## src/rtl/skullfet_wb_tester.sv

```systemverilog
`default_nettype none
// ============================================================================
// Module   : skullfet_wb_tester
// Purpose  : Wishbone-controlled stimulus/response tester for the SkullFET
//            inverter cell. Drives a programmable stimulus (static level or
//            divided toggle) onto stim_o. Samples the inverter output on
//            resp_i through a 2-flop synchronizer. Counts stimulus and
//            response edges, measures stimulus-to-response latency in clocks
//            and flags timeouts and polarity mismatches.
// Ports    : wb_clk_i / wb_rst_n      - clock, async active-low reset
//            wbs_*                    - Wishbone classic slave, 32-byte window
//            stim_o                   - registered stimulus to inverter input
//            resp_i                   - inverter output (asynchronous)
//            irq_o                    - level interrupt (registered)
// Register map (offset = adr[4:2]):
//            0 CTRL  {IE, CLR, LEVEL, MODE, EN}   1 DIV[15:0]
//            2 STIM_CNT   3 RESP_CNT   4 LAT[15:0]
//            5 STATUS {MISMATCH, TIMEOUT, resp_sync, stim}   6..7 read 0
// Revision : 1.0 - initial release
// ============================================================================
module skullfet_wb_tester #(
    parameter logic [31:0] BASE_ADDR = 32'h3000_0000,
    parameter logic [15:0] DIV_RESET = 16'h0010
) (
    input  logic        wb_clk_i,
    input  logic        wb_rst_n,
    input  logic        wbs_cyc_i,
    input  logic        wbs_stb_i,
    input  logic        wbs_we_i,
    input  logic [3:0]  wbs_sel_i,
    input  logic [31:0] wbs_adr_i,
    input  logic [31:0] wbs_dat_i,
    output logic        wbs_ack_o,
    output logic [31:0] wbs_dat_o,
    output logic        stim_o,
    input  logic        resp_i,
    output logic        irq_o
);

    localparam logic [2:0]  OFF_CTRL     = 3'd0;
    localparam logic [2:0]  OFF_DIV      = 3'd1;
    localparam logic [2:0]  OFF_STIM_CNT = 3'd2;
    localparam logic [2:0]  OFF_RESP_CNT = 3'd3;
    localparam logic [2:0]  OFF_LAT      = 3'd4;
    localparam logic [2:0]  OFF_STATUS   = 3'd5;
    localparam logic [15:0] LAT_LAST     = 16'hFFFE;

    // ------------------------------------------------------------------
    // State
    // ------------------------------------------------------------------
    logic        ack_q;
    logic [31:0] dat_q,      dat_d;
    logic        en_q,       en_d;
    logic        mode_q,     mode_d;
    logic        level_q,    level_d;
    logic        ie_q,       ie_d;
    logic [15:0] div_q,      div_d;
    logic [15:0] divcnt_q,   divcnt_d;
    logic        stim_q,     stim_d;
    logic        s1_q,       s2_q;
    logic [31:0] stim_cnt_q, stim_cnt_d;
    logic [31:0] resp_cnt_q, resp_cnt_d;
    logic [15:0] lat_q,      lat_d;
    logic [15:0] lat_cnt_q,  lat_cnt_d;
    logic        wait_q,     wait_d;
    logic        timeout_q,  timeout_d;
    logic        mismatch_q, mismatch_d;
    logic        irq_q,      irq_d;

    // ------------------------------------------------------------------
    // Bus decode. A request is accepted on the cycle ack rises, so every
    // write side effect lands on that same edge.
    // ------------------------------------------------------------------
    logic       hit;
    logic       req;
    logic       wr;
    logic       rd;
    logic [2:0] off;
    logic       clr;
    logic       w1c_timeout;
    logic       w1c_mismatch;

    assign hit          = (wbs_adr_i[31:5] == BASE_ADDR[31:5]);
    assign req          = wbs_cyc_i & wbs_stb_i & hit & ~ack_q;
    assign wr           = req & wbs_we_i;
    assign rd           = req & ~wbs_we_i;
    assign off          = wbs_adr_i[4:2];
    assign clr          = wr & (off == OFF_CTRL)   & wbs_sel_i[0] & wbs_dat_i[3];
    assign w1c_timeout  = wr & (off == OFF_STATUS) & wbs_sel_i[0] & wbs_dat_i[2];
    assign w1c_mismatch = wr & (off == OFF_STATUS) & wbs_sel_i[0] & wbs_dat_i[3];

    // Byte lanes the block never consumes.
    logic unused_bits;
    assign unused_bits = ^{wbs_adr_i[1:0], wbs_dat_i[31:16], wbs_sel_i[3:2]};

    // ------------------------------------------------------------------
    // Control registers
    // ------------------------------------------------------------------
    always_comb begin
        en_d    = en_q;
        mode_d  = mode_q;
        level_d = level_q;
        ie_d    = ie_q;
        div_d   = div_q;
        if (wr && (off == OFF_CTRL) && wbs_sel_i[0]) begin
            en_d    = wbs_dat_i[0];
            mode_d  = wbs_dat_i[1];
            level_d = wbs_dat_i[2];
            ie_d    = wbs_dat_i[4];
        end
        if (wr && (off == OFF_DIV)) begin
            if (wbs_sel_i[0]) div_d[7:0]  = wbs_dat_i[7:0];
            if (wbs_sel_i[1]) div_d[15:8] = wbs_dat_i[15:8];
        end
    end

    // ------------------------------------------------------------------
    // Stimulus generator
    // ------------------------------------------------------------------
    logic [15:0] div_last;
    logic        stim_edge;

    // DIV of 0 is treated as 1, i.e. terminal count 0.
    assign div_last = (div_q == 16'd0) ? 16'd0 : (div_q - 16'd1);

    always_comb begin
        stim_d   = stim_q;
        divcnt_d = divcnt_q;
        if (!en_q) begin
            stim_d   = 1'b0;
            divcnt_d = 16'd0;
        end else if (!mode_q) begin
            stim_d   = level_q;
            divcnt_d = 16'd0;
        end else if (divcnt_q >= div_last) begin
            // >= so a DIV reduced below the running count still wraps
            divcnt_d = 16'd0;
            stim_d   = ~stim_q;
        end else begin
            divcnt_d = divcnt_q + 16'd1;
        end
    end

    assign stim_edge = (stim_d != stim_q);

    // ------------------------------------------------------------------
    // Response path and latency measurement. The edge is detected as s2
    // changes (s1 != s2), so a zero-delay loopback reports 2 clocks.
    // ------------------------------------------------------------------
    logic resp_edge;
    logic timeout_set;
    logic mismatch_set;

    assign resp_edge = s1_q ^ s2_q;

    always_comb begin
        lat_cnt_d    = lat_cnt_q;
        wait_d       = wait_q;
        lat_d        = lat_q;
        timeout_set  = 1'b0;
        mismatch_set = 1'b0;

        if (wait_q) begin
            lat_cnt_d = lat_cnt_q + 16'd1;
            if ((lat_cnt_q == LAT_LAST) && !resp_edge) begin
                timeout_set = 1'b1;
                wait_d      = 1'b0;
            end
        end

        if (resp_edge) begin
            if (wait_q) begin
                // Captured value counts this clock, matching the counter's next value.
                lat_d  = lat_cnt_q + 16'd1;
                wait_d = 1'b0;
            end
            // New s2 (= s1) must be the complement of the current stimulus.
            if (s1_q == stim_q) begin
                mismatch_set = 1'b1;
            end
        end

        if (stim_edge) begin
            lat_cnt_d = 16'd0;
            wait_d    = 1'b1;
        end

        if (clr) begin
            lat_d  = 16'd0;
            wait_d = 1'b0;
        end
    end

    // ------------------------------------------------------------------
    // Counters, sticky flags, interrupt
    // ------------------------------------------------------------------
    always_comb begin
        stim_cnt_d = stim_cnt_q;
        resp_cnt_d = resp_cnt_q;
        if (stim_edge) stim_cnt_d = stim_cnt_q + 32'd1;
        if (resp_edge) resp_cnt_d = resp_cnt_q + 32'd1;
        if (clr) begin
            stim_cnt_d = 32'd0;
            resp_cnt_d = 32'd0;
        end
        // Clearing a bit beats a same-cycle set only for that bit.
        timeout_d  = (timeout_q  | timeout_set)  & ~w1c_timeout;
        mismatch_d = (mismatch_q | mismatch_set) & ~w1c_mismatch;
        irq_d      = ie_q & (timeout_q | mismatch_q);
    end

    // ------------------------------------------------------------------
    // Read data: driven only alongside ack, zero otherwise.
    // ------------------------------------------------------------------
    always_comb begin
        dat_d = 32'd0;
        if (rd) begin
            case (off)
                OFF_CTRL:     dat_d = {27'd0, ie_q, 1'b0, level_q, mode_q, en_q};
                OFF_DIV:      dat_d = {16'd0, div_q};
                OFF_STIM_CNT: dat_d = stim_cnt_q;
                OFF_RESP_CNT: dat_d = resp_cnt_q;
                OFF_LAT:      dat_d = {16'd0, lat_q};
                OFF_STATUS:   dat_d = {28'd0, mismatch_q, timeout_q, s2_q, stim_q};
                default:      dat_d = 32'd0;
            endcase
        end
    end

    // ------------------------------------------------------------------
    // Registers
    // ------------------------------------------------------------------
    always_ff @(posedge wb_clk_i or negedge wb_rst_n) begin
        if (!wb_rst_n) begin
            ack_q      <= 1'b0;
            dat_q      <= 32'd0;
            en_q       <= 1'b0;
            mode_q     <= 1'b0;
            level_q    <= 1'b0;
            ie_q       <= 1'b0;
            div_q      <= DIV_RESET;
            divcnt_q   <= 16'd0;
            stim_q     <= 1'b0;
            s1_q       <= 1'b0;
            s2_q       <= 1'b0;
            stim_cnt_q <= 32'd0;
            resp_cnt_q <= 32'd0;
            lat_q      <= 16'd0;
            lat_cnt_q  <= 16'd0;
            wait_q     <= 1'b0;
            timeout_q  <= 1'b0;
            mismatch_q <= 1'b0;
            irq_q      <= 1'b0;
        end else begin
            ack_q      <= req;
            dat_q      <= dat_d;
            en_q       <= en_d;
            mode_q     <= mode_d;
            level_q    <= level_d;
            ie_q       <= ie_d;
            div_q      <= div_d;
            divcnt_q   <= divcnt_d;
            stim_q     <= stim_d;
            s1_q       <= resp_i;
            s2_q       <= s1_q;
            stim_cnt_q <= stim_cnt_d;
            resp_cnt_q <= resp_cnt_d;
            lat_q      <= lat_d;
            lat_cnt_q  <= lat_cnt_d;
            wait_q     <= wait_d;
            timeout_q  <= timeout_d;
            mismatch_q <= mismatch_d;
            irq_q      <= irq_d;
        end
    end

    assign wbs_ack_o = ack_q;
    assign wbs_dat_o = dat_q;
    assign stim_o    = stim_q;
    assign irq_o     = irq_q;

endmodule
`default_nettype wire

```

## config.mk

```make
export PLATFORM = sky130hd
export DESIGN_NAME = skullfet_wb_tester
export DESIGN_NICKNAME = d
export VERILOG_FILES = /design/src/rtl/skullfet_wb_tester.sv
export SDC_FILE = /design/constraint.sdc
export NUM_CORES = 1
export LEC_CHECK = 0
export BUFFER_PORTS_ARGS = -buffer_cell sky130_fd_sc_hd__buf_2
export CORE_MARGIN = 1.5
export CORE_UTILIZATION = 30
export DETAILED_ROUTE_END_ITERATION = 7
export GPL_ROUTABILITY_DRIVEN = 1
export PLACE_DENSITY_LB_ADDON = 0.2
export SYNTH_ARGS = -nofsm -noshare
export SYNTH_HDL_FRONTEND = slang
export SYNTH_SLANG_ARGS = --single-unit
```

## constraint.sdc

```tcl
create_clock -name wb_clk_i -period 5.9 [get_ports wb_clk_i]
set_input_delay 1.18 -clock wb_clk_i [delete_from_list [all_inputs] [get_ports wb_clk_i]]
set_output_delay 1.18 -clock wb_clk_i [all_outputs]
set_load 0.05 [all_outputs]
```

-- Word-level counts from Yosys, hierarchy flattened
Cells that the tools add are included.
- bits in registers: 172
- bits in latches: 0
- RAM bits: 0
- memory bits (read-only): 0
- bits of input ports: 74
- output and inout bits: 35
- word-level logic and storage cells: 100
- memories: 0
- $add $sub $neg: 5
- multipliers: 0
- div/mod/pow operators: 0
- magnitude comparators: 1
- eq/ne operators: 9
- shifts and indexed selects: 0
- mux-type cells: 27
- bitwise gates (word level): 24
- reductions and logical operators: 14
- operators by type and width (cell ; count):
    32-bit one-hot mux with 6 select lines ; 1
    32-bit two-way mux ; 5
    16-bit two-way mux ; 8
    32-bit by 1-bit adder with 32-bit output, second input constant ; 2
    16-bit by 1-bit adder with 16-bit output, second input constant ; 2
    27-bit by 25-bit == test with 1-bit output, second input constant ; 1
    16-bit == test, second input constant ; 1
    16-bit >= comparator ; 1
    16-bit logical NOT ; 1
    16-bit by 1-bit subtractor with 16-bit output, second input constant ; 1
    1-bit bitwise AND ; 15
    1-bit two-way mux ; 13
    2-bit nonzero test ; 4
    3-bit by 2-bit == test with 1-bit output, second input constant ; 2
    3-bit == test, second input constant ; 2
    2-bit AND reduction ; 3
    1-bit NOT ; 5
    1-bit logical AND ; 4
    3-bit by 1-bit == test with 1-bit output, second input constant ; 1
    3-bit logical NOT ; 1
    1-bit bitwise OR ; 3
    1-bit == test ; 1
    1-bit logical NOT ; 1
    1-bit != test ; 1
    1-bit bitwise XOR ; 1

-- Longest topological paths before layout
Gate-level depths: netlist of run 1.
- word-level depth: 9
- depth in mapped cells: 16
- mapped depth without buffers: 13

-- Worst setup path before layout of run 1
No wires, ideal clock.
- path kind: register -> register
- from: reg div_q[9]
- to: reg stim_cnt_q[23]
- setup time: 77 ps
- data arrival time: 3792 ps
- required time: 5823 ps
- setup slack: 2031 ps
- stages on the path, launching flop included: 15
- buffers on the path: 2
- clock period less this slack: 3869 ps
- path through: dfrtp_1 -> or4_4 -> or3_1 -> or4_1 -> nor3_1 -> a21oi_1 -> ha_1 -> nand4_1 -> nor3_2 -> o311ai_1 -> and4b_1 -> buf_2 -> clkbuf_1 -> or4_1 -> a21oi_1
- word-level cells in the longest chain between the ends: 8
- elaborated cells between the ends (all ways): 9
- classes of those cells: 1 x add/sub; 1 x order compare; 1 x eq/ne; 4 x mux; 2 x reduce/logical
- RTL lines (item ; line ; text):
    from (decl) ; 57 ; logic [15:0] div_q, div_d;
    from (signal assigned) ; 261 ; div_q <= div_d;
    16-bit by 1-bit subtractor with 16-bit output or 16-bit logical NOT (tied branches) ; 124 ; assign div_last = (div_q == 16'd0) ? 16'd0 : (div_q - 16'd1);
    16-bit two-way mux (*) ; 124 ;
    16-bit >= comparator (*) ; 135 ; end else if (divcnt_q >= div_last) begin
    1-bit two-way mux (*) ; 135 ;
    1-bit two-way mux (*) ; 132 ; end else if (!mode_q) begin
    1-bit two-way mux (*) ; 129 ; if (!en_q) begin
    1-bit != test (*) ; 144 ; assign stim_edge = (stim_d != stim_q);
    2-bit nonzero test (no source line) (*) ; - ;
    to (signal assigned) ; 266 ; stim_cnt_q <= stim_cnt_d;
    to (decl) ; 61 ; logic [31:0] stim_cnt_q, stim_cnt_d;
Every way passes the cells marked *; elsewhere a longest branch is shown, timed or not.
A chain may end at the register's enable or synchronous reset.

-- Worst setup path in the final report of run 1
- from: reg div_q[7]
- to: reg stim_cnt_q[29]
Same word-level chain as after synthesis.

==> results of run 1 <==
==> cell type report <==
cell class                 count  share of cell area (%)
clock buffer                  18                    4.13
clock inverter                14                    1.69
inverter                      10                   0.353
multi-input combinational    720                    43.9
sequential                   172                    40.5
tap                          396                    4.66
timing repair buffer          96                    4.76
==> critical path, delay by kind of cell, from the launching register on <==
family	cells	cell delay (ps)
muxes	1	220
and+or+nand+nor	9	2840
buffers and inverters	1	450
DFF	1	480
AOI/OAI and AO/OA	1	60
adders and majority gates	1	280
==> how the worst max path moves through the flow <==
stage,from,end,slack (ps),cells after the start
after global routing,div_q[7],stim_cnt_q[18],1150,13
after detailed placement,div_q[7],stim_cnt_q[25],1420,13
after global placement,div_q[7],stim_cnt_q[22],1430,13
after CTS,div_q[7],stim_cnt_q[25],1410,13
after floorplan,div_q[9],stim_cnt_q[23],2030,14
final,div_q[7],stim_cnt_q[29],1390,13
==> cell families after synthesis <==
family                     Yosys count  share of synthesized area [%]
DFF                                172                           46.5
adders and majority gates           23                           3.11
xor gates and xnor gates            87                           8.23
AOI/OAI and AO/OA                  147                           11.1
and+or+nand+nor                    424                           23.2
buffers and inverters               65                           3.06
muxes                               39                           4.71
==> per-stage QoR <==
step | setup slack (ps) | hold WS (ps) | cells
global placement | 1430 | 444 | 1394
CTS | 1410 | 455 | 1426
detailed placement | 1420 | 440 | 1394
floorplan | 2030 | 405 | 957
global route | 1150 | 496 | 1426
finish | 1390 | 447 | 1426
==> cells in the mapped netlist (all sizes together) (11+ instances only) <==
master	number
mux2i	15
mux2	23
nand2	80
nand3	38
a22oi	26
ha	23
dfrtp	171
buf	23
a21oi	41
o31ai	22
or4	27
a211oi	15
xnor2	28
xor2	59
and3	25
nor2b	11
nor4	11
clkbuf	32
nor3	18
nand4	29
nor2	147
==> metal layers <==
metal	vias to the layer above	global-route usage (%)	part of all wire [%]
met5	-	0	0.055
met1	3568	21.7	50
met4	2	4.27	1.2
met2	130	24.1	45
met3	18	3.09	3.9
li1	3557	-	-
==> flip-flops by register name (all words and copies together) (netlist names), 16 cells and up <==
signal,cells
lat_q,16
stim_cnt_q,32
resp_cnt_q,32
lat_cnt_q,16
wbs_dat_o,32
divcnt_q,16
div_q,16
==> where the power goes <==
part	switching [W]	total (W)	leakage, nW	internal (W)
Clock	0.000512	0.00120	0.304	0.000687
Combinational	0.000113	0.000202	2.13	0.0000895
Sequential	0.0000595	0.00128	2.07	0.00122
Total	0.000684	0.00268	4.50	0.00200
==> qor.csv, run 1 <==
stage;metric;value;unit
status;status;completed;
synthesis;number of synthesis warnings;0;
cts;H-Tree Depth;4;
run;Max-Cap Viols;0;
cts;Hold Buf Count CTS;0;
synthesis;synthesized area;9250;µm²
worst_setup_path;worst path cell trace;or4_4 -> or3_1 -> or4_1 -> nor2_1 -> mux2i_1 -> ha_1 -> nand4_1 -> nor2_1 -> nor4_1 -> and4b_2 -> buf_4 -> or4_1 -> a21oi_1;
placed_design;post-placement cell area;10000;µm²
worst_setup_path;Slowest cell on crit path;nor4_1;
worst_setup_path;critical path type;flip-flop to flip-flop;
routing;remaining antenna violation count after routing;0;
worst_setup_path;CP endpoint kind;flip-flop;
routing;vias per inst;5.10;
sta;Fmax;222;MHz
synthesis;post-synthesis register bit count;172;
cts;CTS Buffer Depth;2;
sta;Hold Fails Final Rpt;0;
worst_hold_path;Endpoint, Worst Hold;s2_q;
synthesis;post-synthesis sequential area ratio;46.5;%
sta;min cycle time layout;4510;ps
synthesis;ranking of synthesized cells by area;dfrtp_1 (46%), nor2_1 (5.9%), xor2_1 (5.6%);
finish;# fillers;3115;
worst_setup_path;CP required;6190;ps
synthesis;ys flop type;dfrtp_1;
grt;total track usage;15.5;%
worst_setup_path;launch point of the worst reg-to-reg path;div_q[7];
sta;Setup violations, final;0;
placed_design;# port buffers;88;
routing;drt total wl;23600;µm
finish;fraction of layout cells with a size suffix above 1;16.0;%
floorplanning;Initial Util;30.3;%
synthesis;average cell area after synthesis;9.67;µm²
synthesis;post-synth net total;1054;
routing;vias;7275;
finish;area of the multi-input gates;4670;µm²
worst_setup_path;CP peak stage delay;570;ps
finish;commonest cells after routing, fill and taps aside;dfrtp_1 (171), nor2_1 (146), buf_2 (87);
cts;CTS Buf Count;17;
finish;final design utilization;34.9;%
sta;unrepaired setup endpoints after global routing;no;
sta;Rel. slew slack;32.3;%
finish;Ant. Diodes;0;
worst_setup_path;Data arrival, critical path;4800;ps
cts;clk sink count;172;
cts;post_cts resized;0;
sta;max-slew violations;0;
grt;gr ovfl total;0;
routing;wire per inst;16.6;µm
placed_design;RePlAce Congestion;0.805;
finish;most common cell after layout, fill and taps aside;dfrtp_1;
grt;largest net degree at the start of global routing;95;
worst_setup_path;path depth of the worst reg2reg path;13;
grt;first-pass GRT wire length;38000;µm
cts;CTS tree;yes;
power;Peak VDD IR;0.000205;V
worst_hold_path;Hold Crit Depth;0;
floorplanning;DIE WIDTH;179;µm
floorplanning;# rows;64;
worst_hold_path;HP Start;s1_q;
worst_setup_path;reg-to-reg critical path endpoint;stim_cnt_q[29];
cts;Reg clk slew, reported paths;60;ps
synthesis;Cells after Synth;957;
synthesis;post-synth cell types;63;
placed_design;post-DP HPWL;16900;µm
finish;Seq. cell area;4310;µm²
sta;final setup TNS;0;ps
worst_setup_path;reg-to-reg slack, setup;1390;ps
finish;Nets;1114;
worst_setup_path;critical-path maximum fanout;61;
routing;Initial DRC Count;442;
synthesis;Post-synth EDFFs;0;
power;Power, Total;0.00268;W
routing;Post-route DRC;0;
power;pwr dens;252;nW/µm²
grt;initial antenna violation count;1;
cts;later-pin clock latency in the skew report;440;ps
worst_setup_path;crit start category;flip-flop;
floorplanning;I/O Pins;109;
routing;Pre-antenna DRT Iters;4;
cts;Root Driver;clkbuf_16;
floorplanning;total core area;30500;µm²
cts;Post-CTS Setup Bufs;0;
floorplanning;Die Span Y;179;µm
floorplanning;total die area;31900;µm²
synthesis;FFs w/ async S/R, synth;100;%
sta;final worst-path cycle share;76.4;%
finish;final instance area;10600;µm²
power;Leak Pwr;4.50;nW
worst_hold_path;Hold WC Path Type;flip-flop to flip-flop;
sta;Worst Tran Pin Value;1010;ps
grt;number of global-route vias before repair;6927;
finish;area grow syn2layout;14.9;%
synthesis;largest area contributor in the netlist;dfrtp_1;
sta;Clock Skew;10.7;ps
synthesis;Yosys top cell area share;46.2;%
Power figures use the tool's default switching activity.
==> run 2: changes to the inputs <==
- clock period: 5.9 -> 4.5 ns (I/O delays scaled with it)
==> qor.csv, run 2 (synthesized netlist as in run 1, its figures left out) <==
stage;metric;value;unit;change
cts;Hold Buf Count CTS;0;;unchanged
power;Power, Total;0.00352;W;was 0.00268 W
cts;CTS Buffer Depth;2;;unchanged
floorplanning;total core area;30500;µm²;unchanged
power;Peak VDD IR;0.000262;V;was 0.000205 V
grt;first-pass GRT wire length;38400;µm;was 38,000 µm
power;net load switching power;0.000894;W;was 0.000684 W
status;status;completed;;unchanged
grt;gr ovfl total;0;;unchanged
sta;final setup TNS;0;ps;unchanged
cts;clk sink count;172;;unchanged
sta;Setup violations, final;0;;unchanged
worst_setup_path;Data arrival, critical path;4590;ps;was 4800 ps
floorplanning;DIE WIDTH;179;µm;unchanged
floorplanning;Die Span Y;179;µm;unchanged
cts;Reg clk slew, reported paths;70;ps;was 60 ps
routing;drt total wl;24200;µm;was 23,600 µm
worst_setup_path;path depth of the worst reg2reg path;14;;was 13
cts;CTS tree;yes;;unchanged
grt;total track usage;15.7;%;was 15.5%
routing;vias;7282;;was 7,275
finish;area grow syn2layout;17.0;%;was 14.9%
routing;wire per inst;16.7;µm;was 16.6 µm
worst_setup_path;Critical Path Start;div_q[9];;was div_q[7]
placed_design;RePlAce Congestion;0.804;;was 0.805
finish;Post-Layout Cell Count;1443;;was 1,426
routing;Pre-antenna DRT Iters;6;;was 4
sta;unrepaired setup endpoints after global routing;no;;unchanged
sta;max-slew violations;0;;unchanged
routing;Post-route DRC;0;;unchanged
power;combinational share of power;7.6;%;was 7.5%
routing;Initial DRC Count;494;;was 442
cts;CTS Buf Count;17;;unchanged
worst_setup_path;launch point of the worst reg-to-reg path;div_q[9];;was div_q[7]
power;register share of total power;47.8;%;about the same
sta;Worst Tran Pin Value;929;ps;was 1010 ps
sta;Rel. slew slack;38.0;%;was 32.3%
floorplanning;Initial Util;30.3;%;unchanged
placed_design;post-DP HPWL;17100;µm;was 16,900 µm
worst_setup_path;critical-path maximum fanout;27;;was 61
floorplanning;# rows;64;;unchanged
routing;remaining antenna violation count after routing;0;;unchanged
worst_setup_path;CP endpoint kind;flip-flop;;unchanged
grt;largest net degree at the start of global routing;97;;was 95
placed_design;# port buffers;88;;unchanged
power;Sw Ratio;25.4;%;was 25.5%
routing;vias per inst;5.05;;was 5.10
worst_setup_path;CP required;4850;ps;was 6190 ps
floorplanning;I/O Pins;109;;unchanged
cts;H-Tree Depth;4;;unchanged
power;pwr dens;325;nW/µm²;was 252 nW/µm²
worst_setup_path;reg-to-reg slack, setup;260;ps;was 1390 ps
sta;Hold Fails Final Rpt;0;;unchanged
placed_design;placed cell count;1404;;was 1,394
cts;Root Driver;clkbuf_16;;unchanged
finish;commonest cells after routing, fill and taps aside;dfrtp_1 (171), nor2_1 (146), buf_2 (87);;unchanged
sta;WHS;451;ps;was 447 ps
worst_setup_path;Worst Setup EP;stim_cnt_q[31];;was stim_cnt_q[29]
worst_setup_path;critical path type;flip-flop to flip-flop;;unchanged
sta;Clock Skew;10.6;ps;was 10.7 ps
finish;fraction of layout cells with a size suffix above 1;17.6;%;was 16.0%
power;Leak Pwr;4.59;nW;was 4.50 nW
sta;min cycle time layout;4240;ps;was 4510 ps
sta;Fmax;236;MHz;was 222 MHz
worst_setup_path;reg-to-reg critical path endpoint;stim_cnt_q[31];;was stim_cnt_q[29]
finish;most common cell after layout, fill and taps aside;dfrtp_1;;unchanged
worst_hold_path;Hold WC Path Type;flip-flop to flip-flop;;unchanged
cts;later-pin clock latency in the skew report;440;ps;about the same
power;Clk pwr share;44.6;%;was 44.7%
worst_setup_path;crit start category;flip-flop;;unchanged
grt;number of global-route vias before repair;6919;;was 6,927
grt;initial antenna violation count;1;;unchanged
finish;Nets;1131;;was 1,114
power;internal power;0.00262;W;was 0.00200 W
sta;final worst-path cycle share;94.2;%;was 76.4%
finish;Ant. Diodes;0;;unchanged
floorplanning;total die area;31900;µm²;unchanged
run;Max-Cap Viols;0;;unchanged
==> run 2: cell count changes in the layout (fill, tap and decap cells not counted) <==
cell       change
buf_4         +14
buf_12         +2
a21oi_1        -1
a21oi_2        +1
and4b_2        -1
and4b_4        +1
clkbuf_16      +1
nor2_2         -1
nor2_4         +1
o311ai_1       -1
o311ai_2       +1
==> run 2: layout make-up <==
cell class / count / area (µm²)
Clock inverter: 14 / 180
Fill cell: 3168 / 19700
Clock buffer: 18 / 439
Inverter: 10 / 37.5
Multi-Input combinational cell: 720 / 4690
Tap cell: 396 / 495
Sequential cell: 172 / 4310
Timing Repair Buffer: 113 / 677
==> run 2: worst min path at each step <==
stage / cells past startpoint / slack [ps] / endpoint / start
floorplan: 0 / 400 / s2_q / s1_q
global placement: 0 / 450 / s2_q / s1_q
detailed placement: 0 / 440 / s2_q / s1_q
CTS: 0 / 460 / s2_q / s1_q
global route: 0 / 490 / s2_q / s1_q
finish: 0 / 450 / s2_q / s1_q
==> run 2: stage by stage <==
step / worst slack (ps) / util, % / instance area (µm²)
2_1_floorplan: 631 / - / 9250
3_3_place_gp: 135 / 33.1 / 10100
3_5_place_dp: 69.4 / 33.1 / 10100
4_1_cts: 46.0 / 35.2 / 10700
5_1_grt: 8.38 / 35.5 / 10800
6_report: 262 / 35.5 / 10800
==> run 2: repair_timing <==
| action | 4_1_cts | 5_1_grt |
|---|---|---|
| resized for setup | 0 | 4 |
| setup buffers | 0 | 6 |
| hold endpoints to repair | 0 | 0 |
| endpoints found under the setup margin | 0 | 40 |
==> run 2: layer usage <==
metal	vias up	track usage, %	routed length, µm
met5	-	0	13
met4	2	3.85	238
met1	3553	22.7	12000
li1	3603	-	-
met3	16	2.51	795
met2	108	24.4	11100
==> run 2: worst max-delay path: stages (launching register included) <==
cell and delay (ps):
dfrtp_1 420, or4_4 560, or3_1 360, or4_1 510, nor3_1 150, a21oi_1 70, ha_1 300, nand4_1 140
nor3_2 290, buf_4 150, nand2_1 70, and4b_4 250, buf_12 170, or4_1 510, a21oi_1 170
==> run 2: power by group through the flow <==
stage,clock network (W),logic [W],registers [W]
detailed placement,0,0.000275,0.00171
CTS,0.00161,0.000274,0.00168
finish,0.00157,0.000268,0.00168
global placement,0,0.000268,0.00171
global route,0.00166,0.000308,0.00169
floorplan,0,0.000171,0.00169
==> run 3: changes to the inputs <==
==> constraint.sdc (replaced) <==
create_clock -name wb_clk_i -period 5.45 [get_ports wb_clk_i]
set_input_delay 1.09 -clock wb_clk_i [delete_from_list [all_inputs] [get_ports wb_clk_i]]
set_output_delay 1.09 -clock wb_clk_i [all_outputs]
set_load 0.005 [all_outputs]
==> qor.csv, run 3 (synthesized netlist as in run 1, its figures left out) <==
stage;metric;value;unit;change
finish;area grow syn2layout;14.6;%;was 17.0%
power;Leak Pwr;4.47;nW;was 4.59 nW
finish;most common cell after layout, fill and taps aside;dfrtp_1;;unchanged
cts;CTS Buf Count;17;;unchanged
placed_design;post-placement cell area;10000;µm²;was 10,100 µm²
sta;min cycle time layout;4510;ps;was 4240 ps
grt;number of global-route vias before repair;6923;;was 6,919
grt;initial antenna violation count;1;;unchanged
placed_design;post-DP HPWL;16700;µm;was 17,100 µm
placed_design;RePlAce Congestion;0.812;;was 0.804
floorplanning;total core area;30500;µm²;unchanged
grt;first-pass GRT wire length;37800;µm;was 38,400 µm
sta;Fmax;222;MHz;was 236 MHz
sta;final setup TNS;0;ps;unchanged
sta;Clock Skew;13.3;ps;was 10.6 ps
finish;commonest cells after routing, fill and taps aside;dfrtp_1 (171), nor2_1 (146), buf_2 (87);;unchanged
routing;vias;7184;;was 7,282
routing;vias per inst;5.04;;was 5.05
grt;largest net degree at the start of global routing;110;;was 97
run;Max-Cap Viols;0;;unchanged
sta;Worst Tran Pin Value;1080;ps;was 929 ps
finish;final instance area;10600;µm²;was 10,800 µm²
floorplanning;# rows;64;;unchanged
cts;CTS tree;yes;;unchanged
routing;Pre-antenna DRT Iters;5;;was 6
finish;Seq. cell area;4310;µm²;unchanged
sta;final worst-path cycle share;82.8;%;was 94.2%
finish;fraction of layout cells with a size suffix above 1;15.9;%;was 17.6%
sta;Rel. slew slack;27.7;%;was 38.0%
power;pwr dens;266;nW/µm²;was 325 nW/µm²
worst_setup_path;Data arrival, critical path;4810;ps;was 4590 ps
worst_setup_path;crit start category;flip-flop;;unchanged
cts;Root Driver;clkbuf_16;;unchanged
worst_setup_path;critical-path maximum fanout;61;;was 27
routing;Post-route DRC;0;;unchanged
cts;clk sink count;172;;unchanged
worst_hold_path;Hold WC Path Type;flip-flop to flip-flop;;unchanged
floorplanning;total die area;31900;µm²;unchanged
worst_setup_path;CP endpoint kind;flip-flop;;unchanged
finish;Ant. Diodes;0;;unchanged
power;Peak VDD IR;0.000221;V;was 0.000262 V
cts;Post-CTS Setup Bufs;0;;unchanged
status;status;completed;;unchanged
sta;Setup violations, final;0;;unchanged
floorplanning;I/O Pins;109;;unchanged
cts;later-pin clock latency in the skew report;440;ps;about the same
floorplanning;DIE WIDTH;179;µm;unchanged
cts;CTS Buffer Depth;2;;unchanged
worst_setup_path;critical path type;flip-flop to flip-flop;;unchanged
grt;gr ovfl total;0;;unchanged
routing;remaining antenna violation count after routing;0;;unchanged
finish;# fillers;3119;;was 3,168
sta;Hold Fails Final Rpt;0;;unchanged
finish;area of the multi-input gates;4670;µm²;was 4690 µm²
sta;unrepaired setup endpoints after global routing;no;;unchanged
routing;Initial DRC Count;435;;was 494
sta;max-slew violations;0;;unchanged
cts;Reg clk slew, reported paths;70;ps;about the same
routing;drt total wl;23500;µm;was 24,200 µm
worst_setup_path;CP required;5750;ps;was 4850 ps
routing;wire per inst;16.5;µm;was 16.7 µm
cts;Hold Buf Count CTS;0;;unchanged
cts;post_cts resized;0;;unchanged
floorplanning;Initial Util;30.3;%;unchanged
placed_design;# port buffers;88;;unchanged
cts;H-Tree Depth;4;;unchanged
grt;total track usage;15.4;%;was 15.7%
floorplanning;Die Span Y;179;µm;unchanged
finish;Nets;1113;;was 1,131
## run 3: final timing paths
path | slack, ps | cells after the start | from | to
min in group asynchronous | 640 | 1 | wb_rst_n | resp_cnt_q[24]
max in group asynchronous | 3780 | 2 | wb_rst_n | div_q[6]
worst min register to register | 470 | 0 | s1_q | s2_q
worst max register to register | 940 | 13 | div_q[7] | stim_cnt_q[28]
worst max-delay path | 940 | 13 | div_q[7] | stim_cnt_q[28]
worst min-delay path | 470 | 0 | s1_q | s2_q
## run 3: routing by layer
metal	track usage, %	share of wire, %	vias up	wire (µm)
met1	22.0	50	3480	11700
met4	3.92	0.93	2	218
met5	0	0.043	-	10
li1	-	-	3554	-
met2	24.0	45	128	10700
met3	2.69	3.9	20	916
## run 3: cell type report
cell class              count  area share (%)
clock buffers              17            4.01
flip-flops and latches    172            40.6
inverters                  10           0.354
repair buffers             95            4.83
multi-input cells         720            44.1
clock inverters            15            1.45
well taps                 396            4.67
## run 3: power by group
group          switching (W)  internal, W
combinational       0.000122    0.0000976
clock               0.000569     0.000645
sequential         0.0000660      0.00132
total               0.000757      0.00207
## run 3: per-stage QoR
| step | hold WS [ps] | worst slack (ps) | utilization, % | std cells | total power [W] |
|---|---|---|---|---|---|
| final | 472 | 939 | 34.7 | 1425 | 0.00282 |
| after global routing | 490 | 682 | 34.7 | 1425 | 0.00294 |
| after floorplan | 405 | 1580 | - | 957 | 0.00153 |
| after detailed placement | 458 | 966 | 32.8 | 1393 | 0.00164 |
| after CTS | 474 | 961 | 34.7 | 1425 | 0.00286 |
| after global placement | 443 | 986 | 32.8 | 1393 | 0.00163 |
## run 3: critical path: stages (launching register included)
cell and delay (ps):
dfrtp_1 470, or4_4 520, or3_1 370, or4_1 430, nor2_1 140, mux2i_1 230
ha_1 280, nand4_1 180, nor2_1 80, nor4_1 540, and4b_2 360, buf_4 460
or4_1 210, a21oi_1 60
